## config.mk

```make
export PLATFORM = sky130hd
export DESIGN_NAME = fetch_pc_unit
export DESIGN_NICKNAME = d
export VERILOG_FILES = /design/src/rtl/fetch_pc_unit.sv
export SDC_FILE = /design/constraint.sdc
export NUM_CORES = 1
export LEC_CHECK = 0
export CELL_PAD_IN_SITES_DETAIL_PLACEMENT = 0
export CELL_PAD_IN_SITES_GLOBAL_PLACEMENT = 2
export CORE_MARGIN = 10
export CORE_UTILIZATION = 32
export CTS_CLUSTER_DIAMETER = 120
export DETAILED_ROUTE_END_ITERATION = 8
export DONT_BUFFER_PORTS = 1
export MAX_ROUTING_LAYER = met4
export PLACE_DENSITY = 0.67
export SLEW_MARGIN = 30
export SYNTH_ARGS = -nofsm -noshare
export SYNTH_HDL_FRONTEND = slang
export SYNTH_SLANG_ARGS = --single-unit
```

## constraint.sdc

```tcl
create_clock -name iClk -period 5.7 [get_ports iClk]
set_input_delay 0.855 -clock iClk [delete_from_list [all_inputs] [get_ports iClk]]
set_output_delay 0.855 -clock iClk [all_outputs]
set_load 0.005 [all_outputs]
```

## src/rtl/fetch_pc_unit.sv

```systemverilog
// Fetch PC generator with IF/ID pipeline register.
// Redirect from execute outranks stall, which outranks the fetch-stage prediction.
module fetch_pc_unit #(
   parameter logic [31:0] RESET_PC = 32'h0000_0000,
   parameter int          CNT_W    = 16
) (
   input  logic             iClk,
   input  logic             iRst,
   output logic [31:0]      oPCF,
   input  logic [31:0]      iInstructionF,
   input  logic             iTakeJBF,
   input  logic [31:0]      iJBOffsetF,
   input  logic             iStallF,
   input  logic             iRedirectE,
   input  logic [31:0]      iRedirectPCE,
   output logic [31:0]      oInstrD,
   output logic [31:0]      oPCD,
   output logic [31:0]      oPCPlus4D,
   output logic             oPredTakenD,
   output logic             oValidD,
   output logic [CNT_W-1:0] oRedirectCount
);

   localparam logic [31:0] NOP      = 32'h0000_0013;
   localparam logic [31:0] WORD_MSK = 32'hFFFF_FFFC;

   logic [31:0]      pc_q, pc_d;
   logic [31:0]      pc_plus4;
   logic [31:0]      instr_q, pcd_q, pcp4d_q;
   logic             pred_q, valid_q;
   logic [CNT_W-1:0] cnt_q;

   assign pc_plus4 = pc_q + 32'd4;

   always_comb begin
      pc_d = pc_plus4;
      if (iRedirectE)
         pc_d = iRedirectPCE & WORD_MSK;
      else if (iStallF)
         pc_d = pc_q;
      else if (iTakeJBF)
         pc_d = (pc_q + iJBOffsetF) & WORD_MSK;
   end

   always_ff @(posedge iClk or posedge iRst) begin
      if (iRst) begin
         pc_q    <= RESET_PC;
         instr_q <= NOP;
         pcd_q   <= 32'd0;
         pcp4d_q <= 32'd0;
         pred_q  <= 1'b0;
         valid_q <= 1'b0;
         cnt_q   <= '0;
      end else begin
         pc_q <= pc_d;
         if (iRedirectE) begin
            // flush: PC fields are zeroed so a bubble is always bit-identical
            instr_q <= NOP;
            pcd_q   <= 32'd0;
            pcp4d_q <= 32'd0;
            pred_q  <= 1'b0;
            valid_q <= 1'b0;
            if (cnt_q != {CNT_W{1'b1}})
               cnt_q <= cnt_q + 1'b1;
         end else if (!iStallF) begin
            instr_q <= iInstructionF;
            pcd_q   <= pc_q;
            pcp4d_q <= pc_plus4;
            pred_q  <= iTakeJBF;
            valid_q <= 1'b1;
         end
      end
   end

   assign oPCF           = pc_q;
   assign oInstrD        = instr_q;
   assign oPCD           = pcd_q;
   assign oPCPlus4D      = pcp4d_q;
   assign oPredTakenD    = pred_q;
   assign oValidD        = valid_q;
   assign oRedirectCount = cnt_q;

endmodule

```

-- Word level (Yosys, flattened, before mapping)
Cells that the tools add are included.
- register bits: 146
- latch bits: 0
- memory bits (writable): 0
- bits in read-only memories: 0
- input port bits: 101
- output and inout bits: 146
- logic and storage cells: 26
- memories kept: 0
- add/sub/neg operators: 3
- multiply operators: 0
- divide/modulo/power cells: 0
- $lt $le $gt $ge: 0
- equality and inequality tests: 2
- shift-type cells: 0
- mux-type cells: 13
- bitwise gates (word level): 0
- reductions and logical operators: 1
- operator list (kind ; count):
    two-way mux 32 bit ; 9
    adder 32 x 3 -> 32 bit, second input constant ; 1
    adder 32 bit ; 1
    adder 16 x 1 -> 16 bit, second input constant ; 1
    inequality test 16 bit, second input constant ; 1
    two-way mux 1 bit ; 4
    inequality test 2 x 1 -> 1 bit, second input constant ; 1
    AND reduction 2 bit ; 1

-- Logic depth before layout (Yosys ltp)
Gate-level depths: netlist of the first run.
- depth after elaboration: 4
- gate-level depth with buffers: 10

-- Least setup slack after synthesis of the first run
No wires, ideal clock.
- kind: input port to flip-flop
- start: in iJBOffsetF[10]
- end: reg pc_q[18] (netlist: oPCF[18])
- library setup time: 0.065 ns
- arrival: 2.949 ns
- required time: 5.635 ns
- slack: 2.686 ns
- cell stages on the path: 10
- path buffers: 0
- path through: ha_1 > a2111oi_0 > o21ai_1 > o211ai_2 > o21ai_1 > o31a_1 > a21oi_1 > xor2_1 > a2111oi_0 > a211o_1
- longest elaborated chain between the ends: 4
- ends and longest elaborated chain (element ; line ; text):
    start, declared ; 12 ; input logic [31:0] iJBOffsetF,
    adder 32 bit ; 42 ; pc_d = (pc_q + iJBOffsetF) & WORD_MSK;
    two-way mux 32 bit ; 41 ; else if (iTakeJBF)
    two-way mux 32 bit ; 39 ; else if (iStallF)
    two-way mux 32 bit ; 37 ; if (iRedirectE)
    end signal, assigned ; 55 ; pc_q <= pc_d;
    end, declared ; 27 ; logic [31:0] pc_q, pc_d;
Every way passes these cells. The select of a mux whose other input is x is not followed.
A chain may end at the register's enable or synchronous reset.

-- Worst setup path in the final report of the first run
- start: reg pc_q[3] (netlist: oPCF[3])
- end: reg pc_q[18] (netlist: oPCF[18])
- longest elaborated chain between the ends: 4
- elaborated cells on any way between the ends: 5
- classes of those cells: add/sub (2); mux (3)
- ends and longest elaborated chain (element ; line):
    adder 32 x 3 -> 32 bit or adder 32 bit (tied branches) ; 33, 42
    two-way mux 32 bit (*) ; 41
    two-way mux 32 bit (*) ; 39
    two-way mux 32 bit (*) ; 37
Mark *: on every way between the ends. The rest lies on a longest branch, timed or not. The select of a mux whose other input is x is not followed.

==> metrics.yaml, run 1 <==
timing:
  finalSetupTns_ps: 0
  rsz0062_at_grt: "false"
  fin_crit_ps: 3170
  fin_skew_ps: 16.2
  setup_ws_ps: 2530
  max_freq_mhz: 315
  tightest_slew_ps: 691
  drv_slew: 0
  setup_viol: 0
  finalHoldViolCount: 0
  slew_headroom: 0.539
  post-route-period-util: 0.557
floorplanning:
  core-area_um2: 25000
  rows: 58
  die_y_um: 179
  die_w_um: 179
  io_pins: 247
  die-area_um2: 32000
  initial_core_util: 0.323
yosys:
  synth_xor_area_frac: 0.0770
  synth_simple_gate_area_frac: 0.165
  synth.area.mux_share: 0.0833
  netlist_instances: 862
  syn_area_per_cell_um2: 9.37
  ys_seq_area_frac: 0.437
  synth_edf_count: 0
  synth_cell_types: 65
  synth_flop_cell: "dfrtp_1"
  ys_async_sr_fraction: 1.00
  synth-compound-area-share: 0.154
  ys_ff_latch: 141
  yosys.area_share.adder: 0.0480
  synth_top_family_by_area: "simple AND/OR/NAND/NOR gates"
  synth.cell_area_um2: 8080
  synth_warnings: 0
placement:
  dp_hpwl_um: 17900
  place.gp.congestion: 0.750
  numPortBuffers: 0
  post-place-ws_ps: 2260
clocking:
  cts_tree: "built"
  clkTransAtPathRegs_ps: 70
  cts_setup_buffers: 0
  cts_root_buf: "clkbuf_16"
  cts_resized: 0
  cts.sinks: 141
  clkLatencyLatePin_ps: 430
  cts_buffers: 17
  cts.hold.buffers_added: 0
  ctsHtreeMaxLevel: 4
  cts.path.max_buffers: 2
critical_path:
  arrival_ps: 3530
  criticalPathCategory: "register to register"
  end_kind: "register"
  cp_max_fo: 7
  required_ps: 6060
  start_kind: "register"
pwr:
  switchingPower_mw: 0.991
  swShare: 0.336
  comb_power_share: 0.191
  clock_power_share: 0.372
  power_frac_seq: 0.437
  power.density_nw_per_um2: 332
  peakVddDrop_v: 0.000177
  total_leakage_power_nw: 4.03
  p_int_mw: 1.96
cells_and_area:
  fillers: 2610
  multi_input_area_um2: 4270
  syn_to_final_growth_pct: 9.77
  seq_area_um2: 3530
  utilization: 0.354
  nets: 967
  diodes: 0
  drive_above_1_share: 0.0696
routing:
  num_vias: 6040
  antenna_left: 0
  finalWirelength_um: 25600
  first_pass_iters: 4
  dr.first_iter.drc_count: 295
  wl_per_cell_um: 21.7
  viasPerCell: 5.13
  drc: 0
global_route:
  grt_max_degree: 159
  grtUsageTotal: 0.161
  overflow: 0
  antenna_found_initial: 0
  first_global_vias: 6134
  grt_pass1_wl_um: 38800
min_path:
  worst_hold_path_type: "primary input to async pin"
run:
  drv_cap: 0
status:
  status: "finished clean"
[final cells by class]
cell class                 instances  area share
multi-input combinational        657       0.481
sequential                       141       0.398
clock buffer                      18      0.0495
tap                              330      0.0466
clock inverter                    14      0.0140
inverter                          14     0.00677
timing repair buffer               4     0.00339
[cell families after synthesis]
| family | Yosys count |
|---|---|
| xor gates and xnor gates | 71 |
| buffers and inverters | 65 |
| adders and majority gates | 31 |
| other | 1 |
| and+or+nand+nor | 293 |
| muxes | 67 |
| AOI/OAI and AO/OA | 193 |
| DFF | 141 |
[cell usage after synthesis (all sizes together) (12+ instances only)]
library cell,n,area (µm²)
inv,14,52.6
o21ai,45,225
buf,27,138
nand2,65,249
xor2,26,228
a21o,16,120
nor3,12,70.1
dfrtp,138,3450
xnor2,45,394
nand3,20,105
mux2i,65,651
clkbuf,24,90.1
ha,31,388
nor2,151,574
a21oi,65,325
[per-stage QoR]
stage | std cells | hold slack (ps) | cell area [µm²] | total power [mW]
6_report | 1178 | 397 | 8870 | 2.95
2_1_floorplan | 863 | 473 | 8080 | 1.75
5_1_grt | 1178 | 423 | 8870 | 3.13
3_3_place_gp | 1146 | 519 | 8300 | 1.88
3_5_place_dp | 1146 | 528 | 8300 | 1.88
4_1_cts | 1178 | 480 | 8860 | 3.00
[worst paths after layout]
kind	from	cells after the start	to	slack, ps
worst min-delay path	iRst	1	oInstrD[19]$_DFFE_PP0P_	400
worst max-delay path	oPCF[3]$_DFFE_PP0P_	10	oPCF[18]$_DFFE_PP0P_	2530
worst min register to register	oRedirectCount[12]$_DFFE_PP0P_	1	oRedirectCount[12]$_DFFE_PP0P_	530
worst max register to register	oPCF[3]$_DFFE_PP0P_	10	oPCF[18]$_DFFE_PP0P_	2530
min in group iClk	iRedirectE	1	oPCD[19]$_DFFE_PP0P_	490
max in group asynchronous	iRst	2	oRedirectCount[12]$_DFFE_PP0P_	4180
[registers in the layout, summed over array words and instances (netlist names)]
signal          flops
oInstrD            32
oPCD               31
oPCF               30
oPCPlus4D          30
oPredTakenD         1
oRedirectCount     16
oValidD             1
[power by group through the flow]
stage / Clock, mW / Combinational [mW] / Sequential [mW]
final: 1.10 / 0.564 / 1.29
after floorplan: 0 / 0.513 / 1.23
after global routing: 1.17 / 0.643 / 1.31
after global placement: 0 / 0.565 / 1.31
after detailed placement: 0 / 0.571 / 1.31
after CTS: 1.14 / 0.572 / 1.29
[critical path: stages, from the launching register on]
cell and delay (ps):
dfrtp_1 490, ha_1 380, a211oi_1 350, o21ai_0 200, nand2_1 180, o21ai_1 220, o31a_1 360, a21oi_1 200
xor2_1 110, a2111oi_0 470, a211o_1 160
[per-layer routing]
layer | routed length [µm] | GRT usage | vias to the layer above
met5 | 0 | - | -
met1 | 11600 | 0.206 | 2921
met2 | 11900 | 0.246 | 157
met4 | 135 | 0.0327 | 0
li1 | - | - | 2953
met3 | 1970 | 0.0512 | 9
[cell usage in the layout, fill, tap and decap left out, types with 10 or more instances in the layout]
cell type and instances:
a21o_1 16, a21oi_1 65, clkbuf_16 17, dfrtp_1 138
ha_1 31, inv_1 13, mux2i_1 65, nand2_1 63
nand3_1 19, nor2_1 150, nor2b_1 10, nor3_1 10
o21ai_0 42, xnor2_1 45, xor2_1 26
Note: power is estimated with default switching activity, not from simulation.
==> run 2, diff against run 1 <==
- PLACE_DENSITY: 0.67 -> 0.7
- clock period: 5.7 -> 2.7 ns (I/O delays scaled with it)
==> metrics.yaml, run 2 (synthesis gave the netlist of run 1 again) <==
floorplanning:
  rows: 58  # unchanged
  core-area_um2: 25000  # unchanged
  initial_core_util: 0.323  # unchanged
  die-area_um2: 32000  # unchanged
  die_w_um: 179  # unchanged
  die_y_um: 179  # unchanged
  io_pins: 247  # unchanged
pwr:
  power_frac_seq: 0.395  # -0.042
  comb_power_share: 0.236  # +0.045
  switchingPower_mw: 2.13  # +110%
  p_int_mw: 4.40  # +130%
  swShare: 0.326  # -0.0105
  clock_power_share: 0.369  # -0.003
  power.density_nw_per_um2: 690  # +110%
  peakVddDrop_v: 0.000410  # +130%
  total_leakage_power_nw: 4.36  # +8.4%
clocking:
  cts.path.max_buffers: 2  # unchanged
  cts_buffers: 17  # unchanged
  cts_root_buf: "clkbuf_16"
  cts_tree: "built"
  ctsHtreeMaxLevel: 4  # unchanged
  cts.sinks: 141  # unchanged
  clkLatencyLatePin_ps: 430  # about the same
  clkTransAtPathRegs_ps: 70  # about the same
timing:
  finalHoldViolCount: 0  # unchanged
  fin_crit_ps: 2650  # -521 ps
  post-route-period-util: 0.982  # +0.426
  slew_headroom: 0.555  # +0.0160
  fin_skew_ps: 12.0  # -4.22 ps
  rsz0062_at_grt: "true"
  tightest_slew_ps: 664  # -26.4 ps
  setup_ws_ps: 47.7  # -2480 ps
  max_freq_mhz: 377  # +20%
  drv_slew: 0  # unchanged
  setup_viol: 0  # unchanged
min_path:
  worst_hold_path_type: "primary input to register"
  min_path_cells: 1
  hold_end: "oPCD[25]$_DFFE_PP0P_"
  min-delay-start: "iRedirectE"
critical_path:
  arrival_ps: 2950  # -580 ps
  r2r_slack_ps: 50  # -2480 ps
  cp_max_fo: 6  # -1
  required_ps: 2990  # -3070 ps
  r2r-start: "oPCF[22]$_DFFE_PP0P_"
  criticalPathCategory: "register to register"
  start_kind: "register"
  r2r_end: "oPCF[29]$_DFFE_PP0P_"
  r2r_cells: 9  # -1
  end_kind: "register"
routing:
  dr.first_iter.drc_count: 421  # +43%
  first_pass_iters: 4  # unchanged
  drc: 0  # unchanged
  antenna_left: 0  # unchanged
  finalWirelength_um: 26300  # +2.6%
  num_vias: 6387  # +5.7%
  viasPerCell: 5.14  # +0.30%
  wl_per_cell_um: 21.1  # -2.7%
global_route:
  antenna_found_initial: 1  # +1
  overflow: 0  # unchanged
  grt_pass1_wl_um: 39800  # +2.8%
  grtUsageTotal: 0.166  # +0.00449
  grt_max_degree: 159  # unchanged
  first_global_vias: 6527  # +6.4%
run:
  drv_cap: 0  # unchanged
placement:
  numPortBuffers: 0  # unchanged
  dp_hpwl_um: 18700  # +4.6%
  place.gp.congestion: 0.827  # +10%
  post-place-ws_ps: -230  # -2490 ps
cells_and_area:
  final_common_cell: "nor2_1"
  syn_to_final_growth_pct: 17.2
  largest_reg_flops: 32  # unchanged
  utilization: 0.378  # +0.0241
  drive_above_1_share: 0.147  # +0.0775
  nets: 1030  # +6.5%
  final_cell_mix: "nor2_1, dfrtp_1, mux2i_1, buf_4, nand2_1"
status:
  status: "finished clean"
run 2: cell count changes in the layout (fill, tap and decap cells not counted), moves of 3 or more:
cell / before / now
a21oi_1: 65 / 61
a21oi_2: 0 / 4
buf_4: 4 / 64
clkinvlp_4: 1 / 4
run 2: power by group through the flow:
stage | Clock, mW | Sequential, mW | Combinational [mW]
finish | 2.41 | 2.58 | 1.54
CTS | 2.48 | 2.60 | 1.52
global route | 2.57 | 2.63 | 1.73
global placement | 0 | 2.63 | 1.49
floorplan | 0 | 2.60 | 1.08
detailed placement | 0 | 2.64 | 1.50
run 2: per-layer routing:
metal  part of all wire  global-route usage  vias to the layer above
li1                   -                   -                     3078
met1               0.44               0.205                     3132
met2               0.46               0.254                      165
met3              0.086              0.0615                       12
met4             0.0076              0.0344                        0
met5                  0                   -                        -
run 2: worst max-delay path, stage by stage, from the launching register on:
cell,delay (ps)
dfrtp_1,390
ha_1,390
a21o_1,210
o311a_1,350
o41a_1,460
o211ai_1,190
buf_4,160
nor2b_4,150
xnor2_2,110
a41oi_1,120
run 2: area by class of cell:
cell class,instances,area [µm²]
clock inverters,12,125
diodes,1,2.50
flip-flops and latches,141,3530
fillers,2559,15600
clock buffers,20,457
multi-input cells,657,4350
inverters,14,56.3
well taps,330,413
repair buffers,67,531
run 2: how the worst max path moves through the flow:
stage                         start              endpoint  slack [ps]  depth (start not counted)
5_1_grt        oPCF[10]$_DFFE_PP0P_  oPCF[26]$_DFFE_PP0P_         -60                         10
6_report       oPCF[22]$_DFFE_PP0P_  oPCF[29]$_DFFE_PP0P_          50                          9
4_1_cts        oPCF[10]$_DFFE_PP0P_  oPCF[26]$_DFFE_PP0P_           8                         10
2_1_floorplan  oPCF[10]$_DFFE_PP0P_  oPCF[18]$_DFFE_PP0P_          50                         10
3_3_place_gp          iJBOffsetF[3]  oPCF[18]$_DFFE_PP0P_        -120                         10
3_5_place_dp          iJBOffsetF[3]  oPCF[18]$_DFFE_PP0P_        -230                         10
run 2: what timing repair did:
action | 4_1_cts | 5_1_grt
hold buffers | 1 | 0
hold endpoints to repair | 14 | 0
setup endpoints to repair | 7 | 10
pin swaps | 2 | 10
resized for setup | 7 | 13
setup buffers | 0 | 2
run 2: stage by stage:
stage	hold slack (ps)	setup TNS, ps	cell area [µm²]	power [mW]	std cells
after detailed placement	325	-632	8780	4.13	1206
after CTS	26.9	0	9390	6.59	1239
after global placement	321	-485	8780	4.12	1206
final	34.6	0	9470	6.53	1242
after global routing	12.3	-111	9470	6.93	1242
after floorplan	473	0	8090	3.69	863
